## config.mk

```make
export PLATFORM = sky130hd
export DESIGN_NAME = booth_seq_mult
export DESIGN_NICKNAME = d
export VERILOG_FILES = /design/src/rtl/booth_seq_mult.sv
export SDC_FILE = /design/constraint.sdc
export NUM_CORES = 1
export LEC_CHECK = 0
export CAP_MARGIN = 40
export CORE_ASPECT_RATIO = 0.75
export CORE_MARGIN = 2
export CORE_UTILIZATION = 59
export DETAILED_ROUTE_END_ITERATION = 6
export PLACE_DENSITY = 0.81
export SYNTH_ARGS = -nofsm -noshare
export SYNTH_HDL_FRONTEND = slang
export SYNTH_SLANG_ARGS = --single-unit
export TNS_END_PERCENT = 20
```

## constraint.sdc

```tcl
create_clock -name clk -period 8.1 [get_ports clk]
set_input_delay 0.81 -clock clk [delete_from_list [all_inputs] [get_ports clk]]
set_output_delay 0.81 -clock clk [all_outputs]
set_load 0.005 [all_outputs]
```

## src/rtl/booth_seq_mult.sv

```systemverilog
// -----------------------------------------------------------------------------
// booth_seq_mult
//
// Iterative signed radix-4 Booth multiplier. An operand pair is accepted with a
// valid/ready handshake. One Booth digit of the multiplier is retired per clock.
// Each digit's partial product is accumulated into a 2*WIDTH-bit sum. The
// finished product is held on the output until the consumer takes it.
//
// Latency is fixed at WIDTH/2 CALC cycles. There is no early exit on zero
// digits. With OutReady tied high the core accepts one pair every WIDTH/2+2
// cycles: the IDLE accept cycle, WIDTH/2 CALC cycles and one DONE cycle.
//
// Parameters
//   WIDTH        operand width. It must be even and at least 4.
//
// Ports
//   clk          rising-edge clock
//   rst          synchronous, active-high reset
//   InValid      operand pair valid
//   InReady      core can accept operands (high only in IDLE)
//   Multiplicant signed multiplicand A, captured at accept
//   Multiplier   signed multiplier B, captured at accept
//   OutValid     Product valid (high only in DONE)
//   OutReady     consumer accepts Product
//   Product      signed A*B, registered, holds the last result in IDLE
//   Busy         high in CALC or DONE
// -----------------------------------------------------------------------------
module booth_seq_mult #(
    parameter int WIDTH = 16
) (
    input  logic               clk,
    input  logic               rst,
    input  logic               InValid,
    output logic               InReady,
    input  logic [WIDTH-1:0]   Multiplicant,
    input  logic [WIDTH-1:0]   Multiplier,
    output logic               OutValid,
    input  logic               OutReady,
    output logic [2*WIDTH-1:0] Product,
    output logic               Busy
);

    localparam int NDIG = WIDTH / 2;                      // Booth digits per operand
    localparam int IDXW = (NDIG > 1) ? $clog2(NDIG) : 1;  // digit index width
    localparam int PPW  = WIDTH + 2;                      // +/-2A needs two extra bits
    localparam int PW   = 2 * WIDTH;                      // product width

    localparam logic [IDXW-1:0] LAST_IDX = IDXW'(NDIG - 1);

    typedef enum logic [1:0] {
        S_IDLE,
        S_CALC,
        S_DONE
    } state_t;

    // -------------------------------------------------------------------------
    // State and datapath registers
    // -------------------------------------------------------------------------
    state_t            state_reg,   state_next;
    logic [WIDTH-1:0]  a_reg,       a_next;
    logic [WIDTH-1:0]  b_reg,       b_next;
    logic [PW-1:0]     acc_reg,     acc_next;
    logic [IDXW-1:0]   idx_reg,     idx_next;
    logic [PW-1:0]     product_reg, product_next;

    // -------------------------------------------------------------------------
    // Booth recoding of every digit position of the latched multiplier.
    // Each digit is reduced to three control bits:
    //   neg  digit is negative (-1 or -2)
    //   one  |digit| == 1
    //   two  |digit| == 2
    // A zero digit has one = two = 0. The neg bit is then irrelevant because
    // the magnitude is zero.
    // -------------------------------------------------------------------------
    logic [NDIG-1:0] dig_neg;
    logic [NDIG-1:0] dig_one;
    logic [NDIG-1:0] dig_two;

    for (genvar gi = 0; gi < NDIG; gi++) begin : g_digit
        logic [2:0] trip;

        if (gi == 0) begin : g_first
            // The implicit bit below the LSB of B is zero.
            assign trip = {b_reg[1], b_reg[0], 1'b0};
        end else begin : g_rest
            assign trip = b_reg[2*gi+1 -: 3];
        end

        // Triplets 100, 101 and 110 are negative. Triplet 111 is zero.
        assign dig_neg[gi] = trip[2] & ~(trip[1] & trip[0]);
        // Triplets 001, 010, 101 and 110 have magnitude 1.
        assign dig_one[gi] = trip[1] ^ trip[0];
        // Triplets 011 and 100 have magnitude 2.
        assign dig_two[gi] = (trip == 3'b011) | (trip == 3'b100);
    end

    // -------------------------------------------------------------------------
    // Partial product for the current digit
    // -------------------------------------------------------------------------
    logic              cur_neg;
    logic              cur_one;
    logic              cur_two;
    logic [PPW-1:0]    a_ext;     // A sign-extended to PPW bits
    logic [PPW-1:0]    pp_mag;    // 0, A or 2A
    logic [PPW-1:0]    pp;        // digit * A, exact two's complement
    logic [PW-1:0]     pp_ext;    // pp sign-extended to the product width
    logic [PW-1:0]     pp_shift;  // pp weighted by 4^idx
    logic [PW-1:0]     acc_sum;
    logic [IDXW:0]     shamt;

    assign cur_neg = dig_neg[idx_reg];
    assign cur_one = dig_one[idx_reg];
    assign cur_two = dig_two[idx_reg];

    assign a_ext = {{2{a_reg[WIDTH-1]}}, a_reg};

    always_comb begin
        pp_mag = '0;
        if (cur_two) begin
            pp_mag = {a_ext[PPW-2:0], 1'b0};
        end else if (cur_one) begin
            pp_mag = a_ext;
        end
    end

    // The full negation is done here, including the +1. This keeps each
    // partial product self-contained. PPW bits hold +2^WIDTH, which is
    // -2 * (-2^(WIDTH-1)), so the negation cannot overflow.
    assign pp       = cur_neg ? (PPW'(0) - pp_mag) : pp_mag;
    assign pp_ext   = {{(PW - PPW){pp[PPW-1]}}, pp};
    assign shamt    = {idx_reg, 1'b0};
    assign pp_shift = pp_ext << shamt;
    // Wraps modulo 2^PW. The final sum is still the exact signed product.
    assign acc_sum  = acc_reg + pp_shift;

    // -------------------------------------------------------------------------
    // Next-state and datapath control
    // -------------------------------------------------------------------------
    always_comb begin
        state_next   = state_reg;
        a_next       = a_reg;
        b_next       = b_reg;
        acc_next     = acc_reg;
        idx_next     = idx_reg;
        product_next = product_reg;

        unique case (state_reg)
            S_IDLE: begin
                if (InValid) begin
                    a_next     = Multiplicant;
                    b_next     = Multiplier;
                    acc_next   = '0;
                    idx_next   = '0;
                    state_next = S_CALC;
                end
            end

            S_CALC: begin
                acc_next = acc_sum;
                idx_next = idx_reg + IDXW'(1);
                if (idx_reg == LAST_IDX) begin
                    product_next = acc_sum;
                    state_next   = S_DONE;
                end
            end

            S_DONE: begin
                if (OutReady) begin
                    state_next = S_IDLE;
                end
            end

            default: begin
                state_next = S_IDLE;
            end
        endcase
    end

    // -------------------------------------------------------------------------
    // Registers. Reset takes priority over every handshake on the same edge.
    // -------------------------------------------------------------------------
    always_ff @(posedge clk) begin
        if (rst) begin
            state_reg   <= S_IDLE;
            a_reg       <= '0;
            b_reg       <= '0;
            acc_reg     <= '0;
            idx_reg     <= '0;
            product_reg <= '0;
        end else begin
            state_reg   <= state_next;
            a_reg       <= a_next;
            b_reg       <= b_next;
            acc_reg     <= acc_next;
            idx_reg     <= idx_next;
            product_reg <= product_next;
        end
    end

    // -------------------------------------------------------------------------
    // Outputs, decoded from the registered state
    // -------------------------------------------------------------------------
    assign InReady  = (state_reg == S_IDLE);
    assign OutValid = (state_reg == S_DONE);
    assign Busy     = (state_reg != S_IDLE);
    assign Product  = product_reg;

endmodule

```

==> results of run 1 <==
==> Yosys cell counts, types with 20 or more instances <==
cell        n  area, sq um
a21o_1     20          150
a21oi_1   122          611
clkbuf_1   59          221
dfxtp_1   101         2020
ha_1       48          601
inv_1      34          128
mux2i_1    28          280
nand2_1   172          646
nand3_1    48          240
nor2_1     70          263
o21ai_0    37          185
xnor2_1    25          219
==> through the flow <==
stage | power (mW) | worst slack (ns) | util | instances
finish | 1.29 | 0.582 | 0.688 | 1256
global route | 1.35 | 0.176 | 0.688 | 1256
CTS | 1.29 | 0.729 | 0.688 | 1256
detailed placement | 0.839 | 0.773 | 0.664 | 1240
global placement | 0.831 | 1.04 | 0.659 | 1237
floorplan | 0.760 | 1.31 | - | 1067
==> critical path, cell delays in order (launching register included) <==
cell	delay [ns]
dfxtp_1	0.42
inv_1	0.06
ha_1	0.19
mux2_1	0.30
mux4_2	0.53
a211oi_2	0.24
buf_4	0.33
and3_1	0.20
a21oi_1	0.06
ha_1	0.35
a21boi_0	0.17
mux2_4	0.34
o22ai_2	0.19
mux2i_1	0.09
a2111oi_0	0.43
o21ba_1	0.23
mux2_4	0.26
ha_1	0.35
a21o_1	0.21
a31o_2	0.25
a2111oi_0	0.36
o21ai_0	0.30
a21oi_1	0.30
o31ai_1	0.15
o41ai_1	0.63
xnor3_1	0.30
o21a_1	0.17
==> layer usage <==
metal / share of wire / global-route usage
met2: 0.44 / 0.431
met3: 0.070 / 0.0502
met5: 0 / 0
met4: 0.018 / 0.0655
met1: 0.47 / 0.433
==> layout make-up <==
| type | count | area, sq um |
|---|---|---|
| Tap cell | 171 | 214 |
| Clock inverter | 4 | 53.8 |
| Clock buffer | 12 | 256 |
| Fill cell | 1123 | 4060 |
| Timing Repair Buffer | 86 | 863 |
| Inverter | 35 | 131 |
| Multi-Input combinational cell | 847 | 5410 |
| Sequential cell | 101 | 2020 |
==> worst min-delay path by stage <==
stage	from	end	cells after the start	slack, ns
floorplan	b_reg[0]	b_reg[0]	2	0.45
global placement	Product[7]	Product[7]	2	0.44
detailed placement	Product[9]	Product[9]	2	0.45
CTS	Product[9]	Product[9]	2	0.46
global route	Product[9]	Product[9]	2	0.48
finish	Product[6]	Product[6]	2	0.46
==> cell usage in the layout (no fill, tap or decap), types with 11 or more instances in the layout <==
master,n
nand2_1,171
a21oi_1,122
dfxtp_1,101
nor2_1,70
clkdlybuf4s50_1,69
nand3_1,48
ha_1,48
o21ai_0,37
inv_1,34
mux2i_1,28
xnor2_1,25
a21o_1,20
a31oi_1,16
or3_1,15
and3_1,15
nand4_1,14
nor3_1,13
nand2b_1,13
buf_4,13
nor4_1,12
xor2_1,12
nand3b_1,11
==> power by group through the flow <==
stage	registers [mW]	clock network (mW)	logic, mW
after floorplan	0.532	0	0.228
after global placement	0.543	0	0.287
after detailed placement	0.544	0	0.295
final	0.533	0.459	0.303
after CTS	0.533	0.464	0.298
after global routing	0.536	0.481	0.333
==> cells by family (layout without fill, tap and decap cells) <==
group,count (synthesis),after routing,synth area share
fa+ha+maj,49,49,0.0787
compound gates,286,286,0.229
mux,48,48,0.0731
buf+inv,119,137,0.0598
simple gates,426,426,0.259
xor+xnor,38,38,0.0439
flops,101,101,0.256
==> flow_metrics.tcl, run 1 <==
set metrics [dict create \
    status "completed" \
    core_area_sq_um 13000 \
    grt_max_degree 66 \
    ios 71 \
    ys.flop_type "dfxtp_1" \
    ctsHtreeMaxLevel 3 \
    syn_area_sq_um 7890 \
    die-area_sq_um 14300 \
    clockPowerShare 0.355 \
    route.detailed.drc 0 \
    rsz0062_at_grt "false" \
    die_w_um 138 \
    final_area_sq_um 8950 \
    rrSetupSlack_ns 0.58 \
    crit_end "Product[31]" \
    share_comb_of_total_power 0.234 \
    antenna_found_initial 0 \
    power.density_nw_per_um2 145 \
    finalCritPeriodShare 0.928 \
    drt-wirelength-per-cell_um 16.3 \
    cts_sinks 101 \
    startpoint "b_reg[5]" \
    post_cts_resized 0 \
    rows 36 \
    cap_viol_max_count 0 \
    reg2reg_depth 26 \
    drt_wl_total_um 20500 \
    ys_seq_elements 101 \
    fin_skew_ns 0.00995 \
    fin_crit_ns 7.52 \
    vias 7865 \
    arrival_ns 7.77 \
    power_report.internal_total_mw 0.889 \
    grt_usage 0.290 \
    setup_viol 0 \
    end_kind "flip-flop" \
    start_util 0.606 \
    clkSlewWorstSetupHoldPaths_ns 0.07 \
    ir_drop_mv 0.118 \
    max-clock-path-buffers 2 \
    n_antenna_cell 0 \
    worstSkewPairLatency_ns 0.35 \
    grt_pass1_wl_um 34200 \
    holdBufCountCts 0 \
    synth_seq_area_share 0.256 \
    grt_pass1_vias 6997 \
    syn_to_final_growth_pct 13.5 \
    cts_setup_buffers 0 \
    r2r-end "Product[31]" \
    drive_above_1_share 0.0645 \
    r2r_start "b_reg[5]" \
    power_frac_seq 0.412 \
    slew-limit-headroom 0.333 \
    crit_required_ns 8.35 \
    setup.worst_path.start_class "flip-flop" \
    crit_type "reg2reg" \
    cts_root_buf "clkbuf_16" \
    hold_path.class "reg2reg" \
    synth-edff-count 0 \
    nets 1165 \
    tightest_slew_ns 1.00 \
    post_dp_cell_area_sq_um 8640 \
    synth.distinct_cells 77 \
    tns_ns 0 \
    dr.pass1.iters 6 \
    cp_max_fo 31 \
    cts_tree "done" \
    power.switching_mw 0.405 \
    place_congestion 0.964 \
    drtIter0Drc 835 \
    avgSynthCellArea_sq_um 7.39 \
    grt.overflow.total 0 \
    viasPerCell 6.26 \
    synth-async-reset-ratio 0 \
    hold_viol_final 0 \
    sw_frac_of_total 0.313 \
    fmax_mhz 133 \
    portBuffers 70 \
    synth_cells 1067 \
    holdWs_ns 0.456 \
    cellLeakagePower_nw 3.62 \
    ys_warn_count 0 \
    ant_nets 0 \
    synth.net_count 1152 \
    die_h_um 104 \
    slew_viol_final 0 \
    cts_made_buffers 9 \
    dp_hpwl_um 14200 \
]
Power figures use the tool's default switching activity.
==> run 2, diff against run 1 <==
- GPL_TIMING_DRIVEN: not set -> 1
- SKIP_LAST_GASP: not set -> 1
==> results of run 2 <==
No change in the layout: final DEF, timing and power equal those of run 1.
==> run 3, diff against run 2 <==
- CAP_MARGIN: 40 -> 20
==> run 3 against run 2 <==
Against the previous run:
- power is 0.59% lower
- hold slack hardly changed
- wire length is 0.78% lower
- fmax is 2.1% lower
- die area stayed put
- clock skew hardly changed
- sequential share of layout area is 0.11 points higher
- cell area is 0.48% lower
- critical path type unchanged
- flip-flop and latch count stayed put
- largest power group unchanged
- non-clock buffer count is 2 lower
==> flow_metrics.tcl, run 3 (synthesized netlist as in run 1, its figures left out) <==
set metrics [dict create \
    viasPerCell 6.28 \
    r2r-end "Product[31]" \
    cap_viol_max_count 0 \
    fmax_mhz 130 \
    n_antenna_cell 0 \
    drt_wl_total_um 20300 \
    cts_setup_buffers 0 \
    cp_max_fo 31 \
    grt_pass1_vias 6869 \
    fin_skew_ns 0.00955 \
    fillCellCount 1106 \
    syn_to_final_growth_pct 13.0 \
    finalCritPeriodShare 0.948 \
    grt_pass1_wl_um 33700 \
    slew_viol_final 0 \
    cts_sinks 101 \
    rrSetupSlack_ns 0.42 \
    holdWs_ns 0.456 \
    crit_end "Product[31]" \
    slew-limit-headroom 0.320 \
    power.density_nw_per_um2 144 \
    cts_made_buffers 9 \
    holdBufCountCts 0 \
    start_util 0.606 \
    dp_hpwl_um 14000 \
    crit_required_ns 8.34 \
    clkSlewWorstSetupHoldPaths_ns 0.07 \
    drive_above_1_share 0.0628 \
    cts_tree "done" \
    status "completed" \
    ir_drop_mv 0.110 \
    end_kind "flip-flop" \
    crit_type "reg2reg" \
    tightest_slew_ns 1.02 \
    hold_path.class "reg2reg" \
    portBuffers 70 \
    route.detailed.drc 0 \
    ctsHtreeMaxLevel 3 \
    cts_root_buf "clkbuf_16" \
    max-clock-path-buffers 2 \
    place_congestion 0.964 \
    rows 36 \
    pre_cts_ws_ns 0.722 \
    reg2reg_depth 26 \
    layout_commonest_cell "nand2_1" \
    worst_slack_ns 0.422 \
    die-area_sq_um 14300 \
    grt.overflow.total 0 \
    cellLeakagePower_nw 3.60 \
    post_cts_resized 0 \
    arrival_ns 7.92 \
    ios 71 \
    antenna_found_initial 0 \
    die_w_um 138 \
    drtIter0Drc 824 \
    drt-wirelength-per-cell_um 16.2 \
    hold_viol_final 0 \
    tns_ns 0 \
    setup_viol 0 \
    final_core_util 0.685 \
    grt_max_degree 98 \
    nets 1163 \
    worstSkewPairLatency_ns 0.35 \
    die_h_um 104 \
    rsz0062_at_grt "false" \
    dr.pass1.iters 5 \
    r2r_start "b_reg[5]" \
    fin_crit_ns 7.68 \
    vias 7872 \
    grt_usage 0.286 \
    core_area_sq_um 13000 \
    startpoint "b_reg[5]" \
    setup.worst_path.start_class "flip-flop" \
    mostFrequentLayoutCells "nand2_1, a21oi_1, dfxtp_1" \
    ant_nets 0 \
]
-- run 3: cell types whose count changed in the layout (fill, tap and decap cells not counted), sizes merged --
cell / delta
buf: -2
-- run 3: how the worst min path moves through the flow --
| stage | from | end | slack [ns] | cells after the start |
|---|---|---|---|---|
| detailed placement | Product[9] | Product[9] | 0.45 | 2 |
| global route | Product[9] | Product[9] | 0.48 | 2 |
| finish | Product[6] | Product[6] | 0.46 | 2 |
| floorplan | b_reg[0] | b_reg[0] | 0.45 | 2 |
| CTS | Product[9] | Product[9] | 0.46 | 2 |
| global placement | Product[7] | Product[7] | 0.44 | 2 |
-- run 3: critical path: stages, from the launching register on --
cell	delay (ns)
dfxtp_1	0.41
inv_1	0.06
ha_1	0.18
mux2_1	0.29
mux4_2	0.53
a211oi_2	0.23
buf_4	0.33
and3_1	0.21
a21oi_1	0.07
ha_1	0.34
a21boi_0	0.16
mux2_4	0.34
o22ai_2	0.18
mux2i_1	0.09
a2111oi_0	0.48
o21ba_1	0.24
mux2_4	0.26
ha_1	0.33
a21o_1	0.21
a31o_2	0.25
a2111oi_0	0.45
o21ai_0	0.31
a21oi_1	0.30
o31ai_1	0.16
o41ai_1	0.62
xnor3_1	0.31
o21a_1	0.18
-- run 3: area by class of cell --
class | count | area, sq um | area share
clock inverter | 4 | 53.8 | 0.00604
timing repair buffer | 84 | 821 | 0.0921
multi-input combinational | 847 | 5410 | 0.607
clock buffer | 12 | 256 | 0.0288
sequential | 101 | 2020 | 0.227
tap | 171 | 214 | 0.0240
inverter | 35 | 131 | 0.0147
-- run 3: routing by layer --
metal | vias up | part of all wire | GRT usage
met5 | - | 0 | 0
met3 | 30 | 0.074 | 0.0424
met4 | 0 | 0.015 | 0.0677
met1 | 3678 | 0.47 | 0.431
li1 | 3839 | - | -
met2 | 325 | 0.45 | 0.424
-- run 3: stage by stage --
step / area, sq um / total power [mW] / instances
after floorplan: 7890 / 0.760 / 1067
after global placement: 8570 / 0.831 / 1237
after detailed placement: 8570 / 0.836 / 1237
after CTS: 8880 / 1.29 / 1253
after global routing: 8910 / 1.34 / 1254
final: 8910 / 1.29 / 1254
-- run 3: report_power, final --
group | internal, mW | switching [mW] | leakage (nW)
Combinational | 0.117 | 0.182 | 2.63
Sequential | 0.512 | 0.0212 | 0.820
Clock | 0.258 | 0.197 | 0.145
